===== config.mk =====
export PLATFORM = sky130hd
export DESIGN_NAME = fetch_ctrl_flat
export DESIGN_NICKNAME = d
export VERILOG_FILES = /design/src/rtl/fetch_ctrl_pkg.sv /design/src/rtl/fetch_ctrl_if.sv /design/src/rtl/fetch_fifo.sv /design/src/rtl/fetch_ctrl.sv /design/src/flat_wrapper.sv
export SDC_FILE = /design/constraint.sdc
export NUM_CORES = 1
export LEC_CHECK = 0
export ABC_AREA = 1
export BUFFER_PORTS_ARGS = -buffer_cell sky130_fd_sc_hd__clkbuf_2
export CORE_MARGIN = 5
export CORE_UTILIZATION = 30
export DETAILED_ROUTE_END_ITERATION = 12
export PLACE_DENSITY = 0.5
export SLEW_MARGIN = 20
export SYNTH_ARGS = -nofsm -noshare
export SYNTH_HDL_FRONTEND = slang
export SYNTH_SLANG_ARGS = --single-unit

===== constraint.sdc =====
create_clock -name clk -period 2.95 [get_ports clk]
set_clock_uncertainty 0.15 [all_clocks]
set_input_delay 0.59 -clock clk [delete_from_list [all_inputs] [get_ports clk]]
set_output_delay 0.59 -clock clk [all_outputs]
set_load 0.02 [all_outputs]

===== src/rtl/fetch_ctrl_pkg.sv =====
// Shared definitions for the instruction fetch controller.
//   state_t       : fetch FSM encoding (2 bits)
//   fetch_entry_t : one instruction queue entry {pc, inst}
//   PC_STEP / NOP : sequential fetch increment and empty-slot instruction value
package fetch_ctrl_pkg;

  typedef enum logic [1:0] {
    ST_IDLE  = 2'd0,
    ST_REQ   = 2'd1,
    ST_DRAIN = 2'd2,
    ST_FULL  = 2'd3
  } state_t;

  localparam logic [31:0] PC_STEP = 32'd4;
  localparam logic [31:0] NOP     = 32'h0000_0000;

  typedef struct packed {
    logic [31:0] pc;
    logic [31:0] inst;
  } fetch_entry_t;

  // Sequential successor; wraps modulo 2^32 by construction.
  function automatic logic [31:0] next_pc(input logic [31:0] pc);
    return pc + PC_STEP;
  endfunction

endpackage


===== src/rtl/fetch_ctrl_if.sv =====
// Fetch controller bus bundle.
//   Memory side : mem_req, mem_addr (ctrl -> mem); mem_ack, mem_rdata (mem -> ctrl)
//   Decode side : inst_valid, inst, inst_pc (ctrl -> decode); inst_ready (decode -> ctrl)
//   master modport is the fetch controller, slave modport is its environment.
interface fetch_ctrl_if;

  logic        mem_req;
  logic [31:0] mem_addr;
  logic        mem_ack;
  logic [31:0] mem_rdata;
  logic        inst_valid;
  logic [31:0] inst;
  logic [31:0] inst_pc;
  logic        inst_ready;

  modport master (
    output mem_req, mem_addr, inst_valid, inst, inst_pc,
    input  mem_ack, mem_rdata, inst_ready
  );

  modport slave (
    input  mem_req, mem_addr, inst_valid, inst, inst_pc,
    output mem_ack, mem_rdata, inst_ready
  );

endinterface


===== src/rtl/fetch_fifo.sv =====
// Two-entry instruction queue organised as a shift pair: entry 0 is always
// the head, so head/head_valid come straight from flops.
//   clk, rst_n : clock, async active-low reset
//   push, din  : enqueue request and data (ignored when full without a pop)
//   pop        : dequeue head (ignored when empty)
//   clear      : drop all entries; overrides push and pop
//   head       : head entry, head_valid : queue not empty, count : 0..2
module fetch_fifo
  import fetch_ctrl_pkg::*;
(
  input  logic         clk,
  input  logic         rst_n,
  input  logic         push,
  input  logic         pop,
  input  logic         clear,
  input  fetch_entry_t din,
  output fetch_entry_t head,
  output logic         head_valid,
  output logic [1:0]   count
);

  fetch_entry_t entry1;
  logic         do_push;
  logic         do_pop;
  logic [1:0]   count_nxt;

  always_comb begin
    do_pop    = pop && (count != 2'd0);
    do_push   = push && ((count != 2'd2) || do_pop);
    count_nxt = count + {1'b0, do_push} - {1'b0, do_pop};
    if (clear) begin
      count_nxt = 2'd0;
    end
  end

  always_ff @(posedge clk or negedge rst_n) begin
    if (!rst_n) begin
      head       <= '{pc: 32'h0, inst: NOP};
      entry1     <= '{pc: 32'h0, inst: NOP};
      count      <= 2'd0;
      head_valid <= 1'b0;
    end else begin
      count      <= count_nxt;
      head_valid <= (count_nxt != 2'd0);
      if (!clear) begin
        case ({do_push, do_pop})
          2'b10: begin
            if (count == 2'd0) head <= din;
            else               entry1 <= din;
          end
          2'b01: head <= entry1;
          2'b11: begin
            if (count == 2'd1) begin
              head <= din;
            end else begin
              head   <= entry1;
              entry1 <= din;
            end
          end
          default: ;
        endcase
      end
    end
  end

endmodule


===== src/rtl/fetch_ctrl.sv =====
// Instruction fetch controller: issues one memory read at a time, queues
// returned words with their address, and handles redirects (jmp) including
// a request already on the bus, whose late response is drained and dropped.
//   clk, rst_n   : clock, async active-low reset
//   hazard_stall : blocks dequeue only; fetching continues
//   jmp, dest    : one-cycle redirect and its target (word aligned internally)
//   bus          : fetch_ctrl_if.master (memory request side + decode side)
//
// state    | meaning
// ---------+--------------------------------------------------------
// ST_IDLE  | one cycle after reset release, no request
// ST_REQ   | request to fetch_pc on the bus
// ST_DRAIN | killed request on the bus, response will be discarded
// ST_FULL  | queue full, request withheld until the decoder pops
module fetch_ctrl
  import fetch_ctrl_pkg::*;
#(
  parameter logic [31:0] RESET_PC = 32'h0000_0000,
  parameter int          QDEPTH   = 2
) (
  input  logic         clk,
  input  logic         rst_n,
  input  logic         hazard_stall,
  input  logic         jmp,
  input  logic [31:0]  dest,
  fetch_ctrl_if.master bus
);

  localparam logic [2:0] QDEPTH_W = 3'(QDEPTH);

  state_t       state, state_nxt;
  logic [31:0]  fetch_pc, fetch_pc_nxt;
  logic [31:0]  kill_addr, kill_addr_nxt;
  logic         mem_req;
  logic         push, pop, clear;
  logic [2:0]   post_cnt;
  logic [1:0]   count;
  fetch_entry_t head;
  logic         head_valid;

  fetch_fifo u_fifo (
    .clk        (clk),
    .rst_n      (rst_n),
    .push       (push),
    .pop        (pop),
    .clear      (clear),
    .din        ('{pc: fetch_pc, inst: bus.mem_rdata}),
    .head       (head),
    .head_valid (head_valid),
    .count      (count)
  );

  always_ff @(posedge clk or negedge rst_n) begin
    if (!rst_n) begin
      state     <= ST_IDLE;
      fetch_pc  <= RESET_PC;
      kill_addr <= RESET_PC;
    end else begin
      state     <= state_nxt;
      fetch_pc  <= fetch_pc_nxt;
      kill_addr <= kill_addr_nxt;
    end
  end

  always_comb begin
    state_nxt     = state;
    fetch_pc_nxt  = fetch_pc;
    kill_addr_nxt = kill_addr;
    mem_req       = 1'b0;
    push          = 1'b0;
    clear         = 1'b0;
    pop           = head_valid & bus.inst_ready & ~hazard_stall & ~jmp;
    // Occupancy after this edge if the current response is pushed.
    post_cnt      = {1'b0, count} + 3'd1 - {2'b00, pop};

    case (state)
      ST_IDLE: state_nxt = ST_REQ;
      ST_REQ: begin
        mem_req = 1'b1;
        if (bus.mem_ack) begin
          push         = 1'b1;
          fetch_pc_nxt = next_pc(fetch_pc);
          state_nxt    = (post_cnt >= QDEPTH_W) ? ST_FULL : ST_REQ;
        end
      end
      ST_DRAIN: begin
        mem_req = 1'b1;
        if (bus.mem_ack) state_nxt = ST_REQ;
      end
      ST_FULL: begin
        if (pop) state_nxt = ST_REQ;
      end
      default: state_nxt = ST_IDLE;
    endcase

    // Redirect overrides everything decided above.
    if (jmp) begin
      clear        = 1'b1;
      push         = 1'b0;
      fetch_pc_nxt = dest & ~32'h3;
      if (mem_req && !bus.mem_ack) begin
        state_nxt = ST_DRAIN;
        // A second jmp while draining must keep the original bus address.
        if (state != ST_DRAIN) kill_addr_nxt = fetch_pc;
      end else begin
        state_nxt = ST_REQ;
      end
    end
  end

  assign bus.mem_req    = mem_req;
  assign bus.mem_addr   = (state == ST_DRAIN) ? kill_addr : fetch_pc;
  assign bus.inst_valid = head_valid;
  assign bus.inst       = head.inst;
  assign bus.inst_pc    = head.pc;

endmodule

===== src/flat_wrapper.sv =====
// flat-port wrapper written by rule: the top's interface ports become plain ports
module fetch_ctrl_flat import fetch_ctrl_pkg::*;
#(
  parameter logic [31:0] RESET_PC = 32'h0000_0000,
  parameter int          QDEPTH   = 2
)
  (clk, rst_n, hazard_stall, jmp, dest, bus_mem_req, bus_mem_addr, bus_inst_valid, bus_inst, bus_inst_pc, bus_mem_ack, bus_mem_rdata, bus_inst_ready);
  fetch_ctrl_if bus_i ();
  input  logic clk;
  input  logic rst_n;
  input  logic hazard_stall;
  input  logic jmp;
  input  logic [31:0] dest;
  output wire logic [$bits(bus_i.mem_req)-1:0] bus_mem_req;
  output wire logic [$bits(bus_i.mem_addr)-1:0] bus_mem_addr;
  output wire logic [$bits(bus_i.inst_valid)-1:0] bus_inst_valid;
  output wire logic [$bits(bus_i.inst)-1:0] bus_inst;
  output wire logic [$bits(bus_i.inst_pc)-1:0] bus_inst_pc;
  input wire logic [$bits(bus_i.mem_ack)-1:0] bus_mem_ack;
  input wire logic [$bits(bus_i.mem_rdata)-1:0] bus_mem_rdata;
  input wire logic [$bits(bus_i.inst_ready)-1:0] bus_inst_ready;
  assign bus_mem_req = bus_i.mem_req;
  assign bus_mem_addr = bus_i.mem_addr;
  assign bus_inst_valid = bus_i.inst_valid;
  assign bus_inst = bus_i.inst;
  assign bus_inst_pc = bus_i.inst_pc;
  assign bus_i.mem_ack = bus_mem_ack;
  assign bus_i.mem_rdata = bus_mem_rdata;
  assign bus_i.inst_ready = bus_inst_ready;
  fetch_ctrl #(.RESET_PC(RESET_PC), .QDEPTH(QDEPTH)) u_core (.clk(clk), .rst_n(rst_n), .hazard_stall(hazard_stall), .jmp(jmp), .dest(dest), .bus(bus_i));
endmodule

==> out/qor.csv, run 1 <==
stage;metric;value;unit
timing;number of endpoints with negative hold slack in the final report;0;
layout;share of post-route cells with drive strength above 1;17.5;%
timing;period utilization;91.7;%
route;routed vias/inst;4.82;
place;RD Place Congestion;0.842;
yosys;count of warnings emitted by yosys;0;
clock_tree;Post CTS Setup Buffer Count;0;
yosys;sequential share of the synthesized area;50.5;%
setup_path;Critical Setup Path Class;reg2out;
timing;transition at the pin with the smallest max-transition slack;1.01;ns
clock_tree;CTS tree;done;
route;Routed WL;28500;microns
layout;final cell utilization of the core;36.4;%
timing;aggregate negative setup slack;0;ns
clock_tree;CTS sink cnt;190;
setup_path;category of the worst setup path capture point;primary output;
place;area post-placement;10600;sq um
clock_tree;clk slew on worst S/H paths;0.08;ns
die;die height;187;microns
power;power density relative to cell area;879;nW/um^2
yosys;leading area contributor after synthesis;sky130_fd_sc_hd__dfrtp_1;
die;Die Width;187;microns
power;leakage power summed over all cells;5.75;nW
route;routed vias;8446;
yosys;number of enable-type register cells in the synthesized netlist;0;
layout;Layout Area Growth over Synthesis;19.0;%
global_routing;first-pass GRT wire length;46400;microns
die;starting density of the core;30.6;%
timing;RSZ-0062 raised after global routing;no;
setup_path;kind of cell adding the most delay to the critical path;buffers and inverters;
place;dpl hpwl;19700;microns
layout;filler instances;3344;
hold_path;path category of the worst min-delay check;in2reg;
yosys;average cell area after synthesis;7.78;sq um
setup_path;highest net fanout along the worst path;24;
route;drc violations;0;
timing;final setup violation count;0;
clock_tree;H-tree Lvls;4;
yosys;Commonest cells post-synth;sky130_fd_sc_hd__nand2_1 (436), sky130_fd_sc_hd__dfrtp_1 (190), sky130_fd_sc_hd__o21ai_0 (85), sky130_fd_sc_hd__inv_1 (76), sky130_fd_sc_hd__nor2_1 (72);
clock_tree;clock latency on the worst-skew pair;0.44;ns
power;overall power of the completed layout;9.84;mW
outcome;run status;complete, no violations;
route;Iter 0 DRT Violations;550;
clock_tree;clock root cell;sky130_fd_sc_hd__clkbuf_16;
setup_path;kind of start point of the critical path;register;
die;count of boundary I/O pins;168;
setup_path;required time of the critical path;2.21;ns
yosys;asr flop ratio synth;100;%
yosys;Syn Inst Count;1209;
clock_tree;total of hold buffers inserted after clock tree synthesis;1;
timing;upper clock frequency limit;0.369;GHz
layout;Final Net Count;1421;
yosys;#FFs+latches synth;190;
job;Max-Cap Viols;0;
layout;diodes inserted;0;
global_routing;antenna violations before repair;0;
setup_path;cell-by-cell listing of the critical path;inv_1 > ha_2 > buf_4 > o21ai_0 > clkbuf_2;
clock_tree;clock buffer count from CTS;17;
power;Peak supply drop;0.420;mV
yosys;Post-Syn Area;9410;sq um
global_routing;overflow left after global routing;0;
die;count of standard-cell rows;64;
global_routing;combined global-route utilization of all metal layers;16.3;%
yosys;leading register cell type out of synthesis;sky130_fd_sc_hd__dfrtp_1;
route;average routed wire per standard cell;16.3;microns
die;Floorplan Core Area;30700;sq um
yosys;area fraction of the dominant cell type after synthesis;50.5;%
route;antenna viol nets, final;0;
setup_path;arrival time of data at the critical path endpoint;1.97;ns
setup_path;Worst path slowest cell;sky130_fd_sc_hd__o21ai_0;
timing;Final Slew Violations;0;
timing;min cycle time layout;2.71;ns
setup_path;maximum cell stage delay along the critical path;0.43;ns
setup_path;buffers plus inverters on the worst setup path;3;
route;number of detailed-route iterations in the first pass;5;
timing;tightest hold margin;0.234;ns
yosys;most frequent cell after synthesis;sky130_fd_sc_hd__nand2_1;
clock_tree;number of instances resized during post-cts repair;0;
layout;area of all placed cells without fillers;11200;sq um
global_routing;pin count of the biggest net entering global routing;72;
timing;worst slew margin relative to its limit;32.6;%
die;Total Die Area;35000;sq um
global_routing;vias in the first global route;8217;
clock_tree;clock tree buffer depth;2;
yosys;number of distinct library cells after synthesis;32;
place;count of port buffers added during placement;163;
yosys;cell types with the largest area share after synthesis;sky130_fd_sc_hd__dfrtp_1 (51%), sky130_fd_sc_hd__nand2_1 (17%), sky130_fd_sc_hd__o21ai_0 (4.5%);
-- registers in the layout (all words and copies together) (netlist names) --
register	flops
u_core.fetch_pc	30
u_core.kill_addr	30
u_core.state	2
u_core.u_fifo.count	2
u_core.u_fifo.entry1	62
u_core.u_fifo.head	63
u_core.u_fifo.head_valid	1
-- metrics by stage --
step / worst slack (ns) / instances
after floorplan: 0.494 / 1210
after global placement: 0.299 / 1720
after detailed placement: 0.240 / 1720
after CTS: 0.189 / 1752
after global routing: 0.0290 / 1752
final: 0.244 / 1752
-- kinds of logic (layout without fill, tap and decap cells) --
group	after synthesis	count (layout)	share of synthesized area (%)
buffers and inverters	157	303	7.53
adders and majority gates	7	7	0.931
other	1	2	0.0399
xor gates and xnor gates	11	11	1.02
DFF	190	190	50.5
AOI/OAI and AO/OA	199	199	11.1
and+or+nand+nor	644	644	28.9
-- layout make-up --
cell class	count	area, sq um	share of cell area (%)
flip-flops and latches	190	4750	42.4
clock inverters	12	114	1.02
inverters	79	298	2.66
repair buffers	193	1130	10.1
clock buffers	19	443	3.95
multi-input cells	863	3970	35.4
well taps	396	495	4.42
-- per-layer routing --
| metal | vias up | global-route usage (%) | wire length (microns) |
|---|---|---|---|
| met5 | - | 0 | 0 |
| met4 | 0 | 3.98 | 393 |
| met3 | 24 | 2.95 | 1110 |
| met2 | 193 | 25.6 | 13100 |
| met1 | 4023 | 23.4 | 13900 |
| li1 | 4206 | - | - |
-- worst paths after layout --
kind | start | end | slack, ns | depth (start not counted)
setup / recovery | u_core.state[0]$_DFFE_PN0P_ | bus_mem_addr[31] | 0.24 | 5
hold / removal | dest[22] | u_core.fetch_pc[22]$_DFFE_PN0P_ | 0.23 | 3
setup reg to reg | u_core.state[1]$_DFFE_PN0P_ | u_core.u_fifo.entry1[0]$_DFFE_PN0P_ | 0.26 | 13
hold reg to reg | u_core.u_fifo.entry1[34]$_DFFE_PN0P_ | u_core.u_fifo.entry1[34]$_DFFE_PN0P_ | 0.32 | 2
max in group asynchronous | rst_n | u_core.u_fifo.head[30]$_DFFE_PN0P_ | 1.37 | 3
min in group asynchronous | rst_n | u_core.u_fifo.head[57]$_DFFE_PN0P_ | 0.47 | 2
-- layout by cell type, fill, tap and decap left out, types with 3 or more instances in the layout --
cell / synthesis / routed
sky130_fd_sc_hd__nand2_1: 436 / 436
sky130_fd_sc_hd__dfrtp_1: 190 / 190
sky130_fd_sc_hd__clkbuf_2: 0 / 162
sky130_fd_sc_hd__o21ai_0: 85 / 85
sky130_fd_sc_hd__inv_1: 76 / 76
sky130_fd_sc_hd__nor2_1: 72 / 72
sky130_fd_sc_hd__nand4_1: 65 / 65
sky130_fd_sc_hd__nand3_1: 56 / 56
sky130_fd_sc_hd__a21oi_1: 52 / 52
sky130_fd_sc_hd__o21ai_1: 36 / 36
sky130_fd_sc_hd__buf_4: 7 / 23
sky130_fd_sc_hd__a31oi_1: 17 / 17
sky130_fd_sc_hd__clkbuf_16: 0 / 17
sky130_fd_sc_hd__xor2_1: 10 / 10
sky130_fd_sc_hd__ha_1: 7 / 6
sky130_fd_sc_hd__buf_12: 0 / 6
sky130_fd_sc_hd__o211ai_1: 5 / 5
sky130_fd_sc_hd__nor3_1: 4 / 4
sky130_fd_sc_hd__clkinvlp_4: 0 / 4
sky130_fd_sc_hd__clkinv_2: 0 / 3
sky130_fd_sc_hd__clkinv_4: 0 / 3
-- worst reg2reg max path: stages (launching register included) --
cell and delay (ns):
sky130_fd_sc_hd__dfrtp_1 0.40, sky130_fd_sc_hd__inv_1 0.08, sky130_fd_sc_hd__ha_1 0.21, sky130_fd_sc_hd__nand2_2 0.10, sky130_fd_sc_hd__nor2_4 0.10, sky130_fd_sc_hd__inv_2 0.09
sky130_fd_sc_hd__a31oi_1 0.20, sky130_fd_sc_hd__ha_1 0.18, sky130_fd_sc_hd__inv_1 0.04, sky130_fd_sc_hd__nor2_1 0.22, sky130_fd_sc_hd__o21bai_4 0.20, sky130_fd_sc_hd__buf_4 0.38
sky130_fd_sc_hd__nand4_1 0.17, sky130_fd_sc_hd__nand2_1 0.10
-- power breakdown --
| part | switching (mW) | internal, mW | leakage (nW) |
|---|---|---|---|
| sequential | 0.625 | 3.63 | 2.40 |
| combinational | 2.23 | 1.09 | 3.09 |
| clock | 1.08 | 1.19 | 0.262 |
(Power assumes the default switching activity.)
==> run 2, diff against run 1 <==
- SYNTH_HIERARCHICAL: not set -> 1
==> run 2 against run 1 <==
  * Fmax up 5.7%
  * Area after synthesis up 10%
  * Critical endpoint is now bus_mem_addr[4]
  * Register-to-register slack better by 0.21 ns
  * Sequential power up 2%
  * Worst hold slack worse by 0.0078 ns
  * Power up 3.8%
  * Utilization down 1.2 points
  * Critical path depth unchanged
  * First-iteration DRC count down 0.18%
  * Die area up 9.4%
  * Final area up 7.9%
  * Synthesized cell count up 16%
==> out/qor.csv, run 2 <==
stage;metric;value;unit
timing;RSZ-0062 raised after global routing;no;
timing;final setup violation count;0;
power;leakage power summed over all cells;6.50;nW
place;dpl hpwl;20800;microns
timing;upper clock frequency limit;0.391;GHz
layout;area of all placed cells without fillers;12100;sq um
place;area post-placement;11500;sq um
timing;worst slew margin relative to its limit;45.0;%
route;number of detailed-route iterations in the first pass;5;
yosys;leading register cell type out of synthesis;sky130_fd_sc_hd__dfrtp_1;
setup_path;kind of start point of the critical path;register;
setup_path;arrival time of data at the critical path endpoint;1.82;ns
timing;tightest hold margin;0.226;ns
global_routing;overflow left after global routing;0;
timing;transition at the pin with the smallest max-transition slack;0.825;ns
yosys;Syn Inst Count;1399;
clock_tree;clock latency on the worst-skew pair;0.44;ns
yosys;number of distinct library cells after synthesis;37;
die;starting density of the core;30.2;%
timing;number of endpoints with negative hold slack in the final report;0;
layout;leading cell type in the layout, fill and taps excluded;sky130_fd_sc_hd__nand2_1;
die;die height;196;microns
setup_path;required time of the critical path;2.21;ns
layout;largest registers;u_core/u_fifo/entry1 x64, u_core/u_fifo/head x64;
route;Routed WL;31000;microns
yosys;most frequent cell after synthesis;sky130_fd_sc_hd__nand2_1;
layout;share of post-route cells with drive strength above 1;15.9;%
setup_path;Critical Setup Path Class;reg2out;
layout;highest-count cells in the layout ignoring fill and taps;sky130_fd_sc_hd__nand2_1 (524), sky130_fd_sc_hd__nand3_1 (233), sky130_fd_sc_hd__inv_1 (193), sky130_fd_sc_hd__dfrtp_1 (193), sky130_fd_sc_hd__clkbuf_2 (162);
setup_path;category of the worst setup path capture point;primary output;
place;placed cells;1974;
layout;diodes inserted;0;
clock_tree;H-tree Lvls;4;
timing;aggregate negative setup slack;0;ns
layout;Layout Area Growth over Synthesis;16.8;%
timing;period utilization;86.8;%
clock_tree;clk slew on worst S/H paths;0.07;ns
yosys;count of warnings emitted by yosys;6;
power;Peak supply drop;0.422;mV
place;count of port buffers added during placement;163;
setup_path;highest net fanout along the worst path;62;
layout;Final Net Count;1616;
route;routed vias/inst;4.53;
route;Iter 0 DRT Violations;549;
route;antenna viol nets, final;0;
outcome;run status;complete, no violations;
global_routing;vias in the first global route;8795;
route;routed vias;9096;
power;power density relative to cell area;845;nW/um^2
yosys;average cell area after synthesis;7.40;sq um
global_routing;first-pass GRT wire length;50200;microns
clock_tree;Post CTS Setup Buffer Count;0;
die;count of standard-cell rows;68;
yosys;#FFs+latches synth;193;
die;Floorplan Core Area;34300;sq um
clock_tree;clock tree buffer depth;2;
route;average routed wire per standard cell;15.4;microns
job;Max-Cap Viols;0;
clock_tree;CTS sink cnt;193;
yosys;cell types with the largest area share after synthesis;sky130_fd_sc_hd__dfrtp_1 (47%), sky130_fd_sc_hd__nand2_1 (19%), sky130_fd_sc_hd__nand3_1 (11%);
global_routing;combined global-route utilization of all metal layers;16.4;%
yosys;sequential share of the synthesized area;46.7;%
clock_tree;clock root cell;sky130_fd_sc_hd__clkbuf_16;
route;drc violations;0;
yosys;asr flop ratio synth;100;%
yosys;area fraction of the dominant cell type after synthesis;46.7;%
place;RD Place Congestion;0.800;
die;Die Width;196;microns
timing;min cycle time layout;2.56;ns
yosys;Post-Syn Area;10300;sq um
yosys;leading area contributor after synthesis;sky130_fd_sc_hd__dfrtp_1;
yosys;number of enable-type register cells in the synthesized netlist;0;
global_routing;antenna violations before repair;0;
clock_tree;CTS tree;done;
yosys;Commonest cells post-synth;sky130_fd_sc_hd__nand2_1 (524), sky130_fd_sc_hd__nand3_1 (234), sky130_fd_sc_hd__dfrtp_1 (193), sky130_fd_sc_hd__inv_1 (193), sky130_fd_sc_hd__o21ai_0 (64);
die;count of boundary I/O pins;168;
global_routing;pin count of the biggest net entering global routing;67;
layout;number of standard cells in the final layout excluding fillers;2006;
clock_tree;clock buffer count from CTS;17;
timing;Final Slew Violations;0;
hold_path;path category of the worst min-delay check;in2reg;
die;Total Die Area;38300;sq um
[run 2: cell types whose count changed after synthesis, sizes merged, moves of 28 or more]
| cell | delta |
|---|---|
| nor2 | -28 |
| nand3 | +176 |
| o21ai | -42 |
| inv | +116 |
| nand4 | -62 |
| a21oi | -45 |
| nand2 | +90 |
[run 2: cell type report]
class,count,area (sq um)
Inverter,195,732
Multi-Input combinational cell,939,4230
Sequential cell,193,4830
Timing Repair Buffer,193,1150
Tap cell,455,569
Clock inverter,8,78.8
Fill cell,3697,22200
Clock buffer,23,498
[run 2: report_power, final]
part | internal [mW] | leakage (nW) | switching [mW] | total, mW
sequential | 3.66 | 2.45 | 0.670 | 4.33
clock | 1.27 | 0.285 | 1.04 | 2.31
combinational | 1.17 | 3.76 | 2.40 | 3.58
total | 6.11 | 6.50 | 4.11 | 10.2
[run 2: timing repair]
item | CTS | global route
gates resized for setup | 0 | 0
hold buffers | 1 | 0
hold endpoints to repair | 53 | 0
[run 2: logic make-up (layout without fill, tap and decap cells)]
logic type                 count (synthesis)  count (layout)  share of synthesized area (%)
other                                      1               6                         0.0362
and+or+nand+nor                          823             823                           33.8
buffers and inverters                    272             419                           13.1
xor gates and xnor gates                   8               8                          0.677
adders and majority gates                  7               7                          0.846
DFF                                      193             193                           46.7
AOI/OAI and AO/OA                         95              95                           4.90
[run 2: path summary, 6_finish.rpt]
check / slack (ns) / cells after the start / start / to
max: 0.39 / 5 / u_core/state[0]$_DFFE_PN0P_ / bus_mem_addr[4]
min: 0.23 / 3 / dest[25] / u_core/fetch_pc[25]$_DFFE_PN0P_
max reg2reg: 0.47 / 10 / u_core/u_fifo/head_valid$_DFF_PN0_ / u_core/u_fifo/head[61]$_DFFE_PN0P_
min reg2reg: 0.32 / 2 / u_core/u_fifo/entry1[22]$_DFFE_PN0P_ / u_core/u_fifo/entry1[22]$_DFFE_PN0P_
max in group asynchronous: 1.40 / 3 / rst_n / u_core/u_fifo/entry1[18]$_DFFE_PN0P_
min in group asynchronous: 0.54 / 2 / rst_n / u_core/kill_addr[28]$_DFFE_PN0P_
[run 2: per-stage QoR]
stage                     power (mW)  util, %  worst slack (ns)
final                           10.2     35.3             0.390
after global routing            11.1     35.3             0.250
after CTS                       10.4     35.3             0.365
after detailed placement        8.02     33.5            0.0355
after global placement          7.95     33.5            0.0608
after floorplan                 6.67        -            0.0526
[run 2: worst max-delay path, stage by stage (launching register included)]
cell and delay, ns:
sky130_fd_sc_hd__dfrtp_1 0.37, sky130_fd_sc_hd__inv_1 0.07, sky130_fd_sc_hd__ha_2 0.20, sky130_fd_sc_hd__buf_12 0.17, sky130_fd_sc_hd__o21ai_0 0.32, sky130_fd_sc_hd__clkbuf_2 0.24
[run 2: layer usage]
| layer | vias up | share of wire, % | track usage (%) |
|---|---|---|---|
| met2 | 225 | 44 | 24.6 |
| met5 | - | 0 | 0 |
| met1 | 4242 | 50 | 24.5 |
| met4 | 0 | 1.0 | 3.62 |
| met3 | 24 | 5.6 | 3.01 |
| li1 | 4605 | - | - |
==> run 3, diff against run 2 <==
- ABC_AREA: 1 -> not set
==> run 3 against run 2 <==
  * Flip-flop and latch count unchanged
  * Clock-buffer cell count fell by 5
  * Worst setup slack worse by 0.12 ns
  * Sequential power hardly changed
  * Combinational power down 9.8%
  * First-iteration DRC count shrank 28%
  * Clock power barely moved
  * Synthesized cell count is 39% lower
  * Final area fell by 8.8%
  * Utilization rose by 1.8 points
  * Critical path type unchanged
  * Critical endpoint is now bus_mem_addr[31]
  * Largest cell class unchanged
  * Largest power group unchanged
==> out/qor.csv, run 3 <==
stage;metric;value;unit
global_routing;vias in the first global route;7149;
layout;share of post-route cells with drive strength above 1;34.0;%
yosys;Commonest cells post-synth;sky130_fd_sc_hd__dfrtp_1 (193), sky130_fd_sc_hd__a21oi_1 (133), sky130_fd_sc_hd__mux2_2 (113), sky130_fd_sc_hd__nand2_1 (97), sky130_fd_sc_hd__nor2_1 (84);
outcome;run status;complete, no violations;
power;power density relative to cell area;897;nW/um^2
layout;number of standard cells in the final layout excluding fillers;1419;
route;Iter 0 DRT Violations;396;
yosys;cell types with the largest area share after synthesis;sky130_fd_sc_hd__dfrtp_1 (53%), sky130_fd_sc_hd__mux2_2 (14%), sky130_fd_sc_hd__a21oi_1 (7.3%);
clock_tree;CTS sink cnt;193;
job;Max-Cap Viols;0;
clock_tree;clock tree buffer depth;2;
timing;min cycle time layout;2.68;ns
yosys;number of enable-type register cells in the synthesized netlist;0;
timing;aggregate negative setup slack;0;ns
setup_path;cell-by-cell listing of the critical path;inv_1 > ha_2 > buf_12 > mux2_2 > clkbuf_2;
hold_path;path category of the worst min-delay check;in2reg;
route;average routed wire per standard cell;17.9;microns
timing;upper clock frequency limit;0.373;GHz
place;dpl hpwl;16800;microns
setup_path;maximum cell stage delay along the critical path;0.41;ns
yosys;sequential share of the synthesized area;53.3;%
yosys;leading register cell type out of synthesis;sky130_fd_sc_hd__dfrtp_1;
clock_tree;Post CTS Setup Buffer Count;0;
layout;diodes inserted;0;
timing;transition at the pin with the smallest max-transition slack;0.551;ns
setup_path;highest net fanout along the worst path;39;
die;Die Width;184;microns
clock_tree;clock buffer count from CTS;17;
clock_tree;number of instances resized during post-cts repair;0;
setup_path;arrival time of data at the critical path endpoint;1.94;ns
setup_path;kind of start point of the critical path;register;
place;placed cells;1387;
global_routing;overflow left after global routing;0;
layout;final cell utilization of the core;37.1;%
clock_tree;clock root cell;sky130_fd_sc_hd__clkbuf_16;
timing;final setup violation count;0;
setup_path;kind of cell adding the most delay to the critical path;buffers and inverters;
yosys;area fraction of the dominant cell type after synthesis;53.3;%
timing;RSZ-0062 raised after global routing;no;
layout;highest-count cells in the layout ignoring fill and taps;sky130_fd_sc_hd__dfrtp_1 (193), sky130_fd_sc_hd__clkbuf_2 (162), sky130_fd_sc_hd__a21oi_1 (133), sky130_fd_sc_hd__mux2_2 (113), sky130_fd_sc_hd__nand2_1 (97);
timing;worst slew margin relative to its limit;62.9;%
global_routing;antenna violations before repair;1;
timing;Final Slew Violations;0;
yosys;leading area contributor after synthesis;sky130_fd_sc_hd__dfrtp_1;
yosys;Post-Syn Area;9060;sq um
yosys;#FFs+latches synth;193;
place;count of port buffers added during placement;163;
die;Floorplan Core Area;29700;sq um
route;routed vias;6976;
timing;number of endpoints with negative hold slack in the final report;0;
power;Peak supply drop;0.397;mV
layout;Final Net Count;1094;
global_routing;first-pass GRT wire length;40900;microns
yosys;asr flop ratio synth;100;%
route;drc violations;0;
setup_path;buffers plus inverters on the worst setup path;3;
route;routed vias/inst;4.92;
yosys;number of distinct library cells after synthesis;54;
die;starting density of the core;30.5;%
clock_tree;H-tree Lvls;4;
setup_path;Critical Setup Path Class;reg2out;
power;leakage power summed over all cells;5.09;nW
setup_path;category of the worst setup path capture point;primary output;
clock_tree;CTS tree;done;
route;number of detailed-route iterations in the first pass;4;
global_routing;pin count of the biggest net entering global routing;54;
power;overall power of the completed layout;9.88;mW
yosys;count of warnings emitted by yosys;6;
die;count of boundary I/O pins;168;
clock_tree;clk slew on worst S/H paths;0.07;ns
setup_path;Worst path slowest cell;sky130_fd_sc_hd__mux2_2;
layout;largest registers;u_core/u_fifo/entry1 x64, u_core/u_fifo/head x64;
die;count of standard-cell rows;63;
layout;Layout Area Growth over Synthesis;21.5;%
yosys;Syn Inst Count;858;
die;Total Die Area;33800;sq um
clock_tree;clock latency on the worst-skew pair;0.43;ns
route;antenna viol nets, final;0;
place;RD Place Congestion;0.776;
global_routing;combined global-route utilization of all metal layers;15.2;%
yosys;average cell area after synthesis;10.6;sq um
setup_path;required time of the critical path;2.21;ns
route;Routed WL;25500;microns
timing;period utilization;90.8;%
die;die height;184;microns
layout;leading cell type in the layout, fill and taps excluded;sky130_fd_sc_hd__dfrtp_1;
yosys;most frequent cell after synthesis;sky130_fd_sc_hd__dfrtp_1;
run 3: area by class of cell:
| type | instances | area [sq um] |
|---|---|---|
| inverter | 13 | 48.8 |
| clock buffer | 18 | 439 |
| timing repair buffer | 194 | 1210 |
| fill | 3010 | 18700 |
| sequential | 193 | 4830 |
| multi-input combinational | 598 | 3860 |
| tap | 390 | 488 |
| clock inverter | 13 | 138 |
run 3: cell families after synthesis:
family | synth area share, %
compound gates | 11.7
xor+xnor | 1.26
fa+ha+maj | 0.966
buf+inv | 4.50
flops | 53.3
mux | 14.8
other cells | 0.0414
simple gates | 13.4
run 3: per-stage QoR:
| step | area (sq um) | setup WS, ns | hold WS, ns |
|---|---|---|---|
| CTS | 11000 | 0.240 | 0.195 |
| global route | 11000 | 0.143 | 0.215 |
| global placement | 10400 | 0.211 | 0.318 |
| finish | 11000 | 0.272 | 0.216 |
| detailed placement | 10400 | 0.174 | 0.326 |
| floorplan | 9080 | 0.0735 | 0.144 |
run 3: worst paths after layout:
| kind | from | to | slack, ns | cells after the start |
|---|---|---|---|---|
| setup reg to reg | u_core/state[1]$_DFFE_PN0P_ | u_core/u_fifo/entry1[15]$_DFFE_PN0P_ | 0.34 | 11 |
| min in group asynchronous | rst_n | u_core/u_fifo/head[21]$_DFFE_PN0P_ | 0.52 | 2 |
| hold / removal | dest[11] | u_core/fetch_pc[11]$_DFFE_PN0P_ | 0.22 | 3 |
| hold reg to reg | u_core/u_fifo/entry1[10]$_DFFE_PN0P_ | u_core/u_fifo/entry1[10]$_DFFE_PN0P_ | 0.34 | 1 |
| setup / recovery | u_core/state[0]$_DFFE_PN0P_ | bus_mem_addr[31] | 0.27 | 5 |
| max in group asynchronous | rst_n | u_core/u_fifo/entry1[5]$_DFFE_PN0P_ | 1.39 | 3 |
run 3: tightest hold or removal path, stage by stage:
cell	delay, ns
sky130_fd_sc_hd__clkbuf_2	0.07
sky130_fd_sc_hd__nand2_1	0.04
sky130_fd_sc_hd__o21ai_0	0.06
run 3: routing by layer:
layer	up-vias	share of wire [%]	global-route usage [%]
met5	-	0.051	0
met4	2	0.80	3.37
met3	16	5.4	3.56
met2	185	46	24.2
met1	3436	48	21.4
li1	3337	-	-
run 3: repair_timing:
| action | in CTS | in global routing |
|---|---|---|
| hold buffers | 1 | 0 |
| setup endpoints to repair | 0 | 0 |
| hold endpoints to repair | 44 | 0 |
run 3: where the power goes:
part	switching [mW]	internal (mW)
Sequential	0.612	3.71
Combinational	1.84	1.39
Clock	1.06	1.27
Total	3.52	6.36
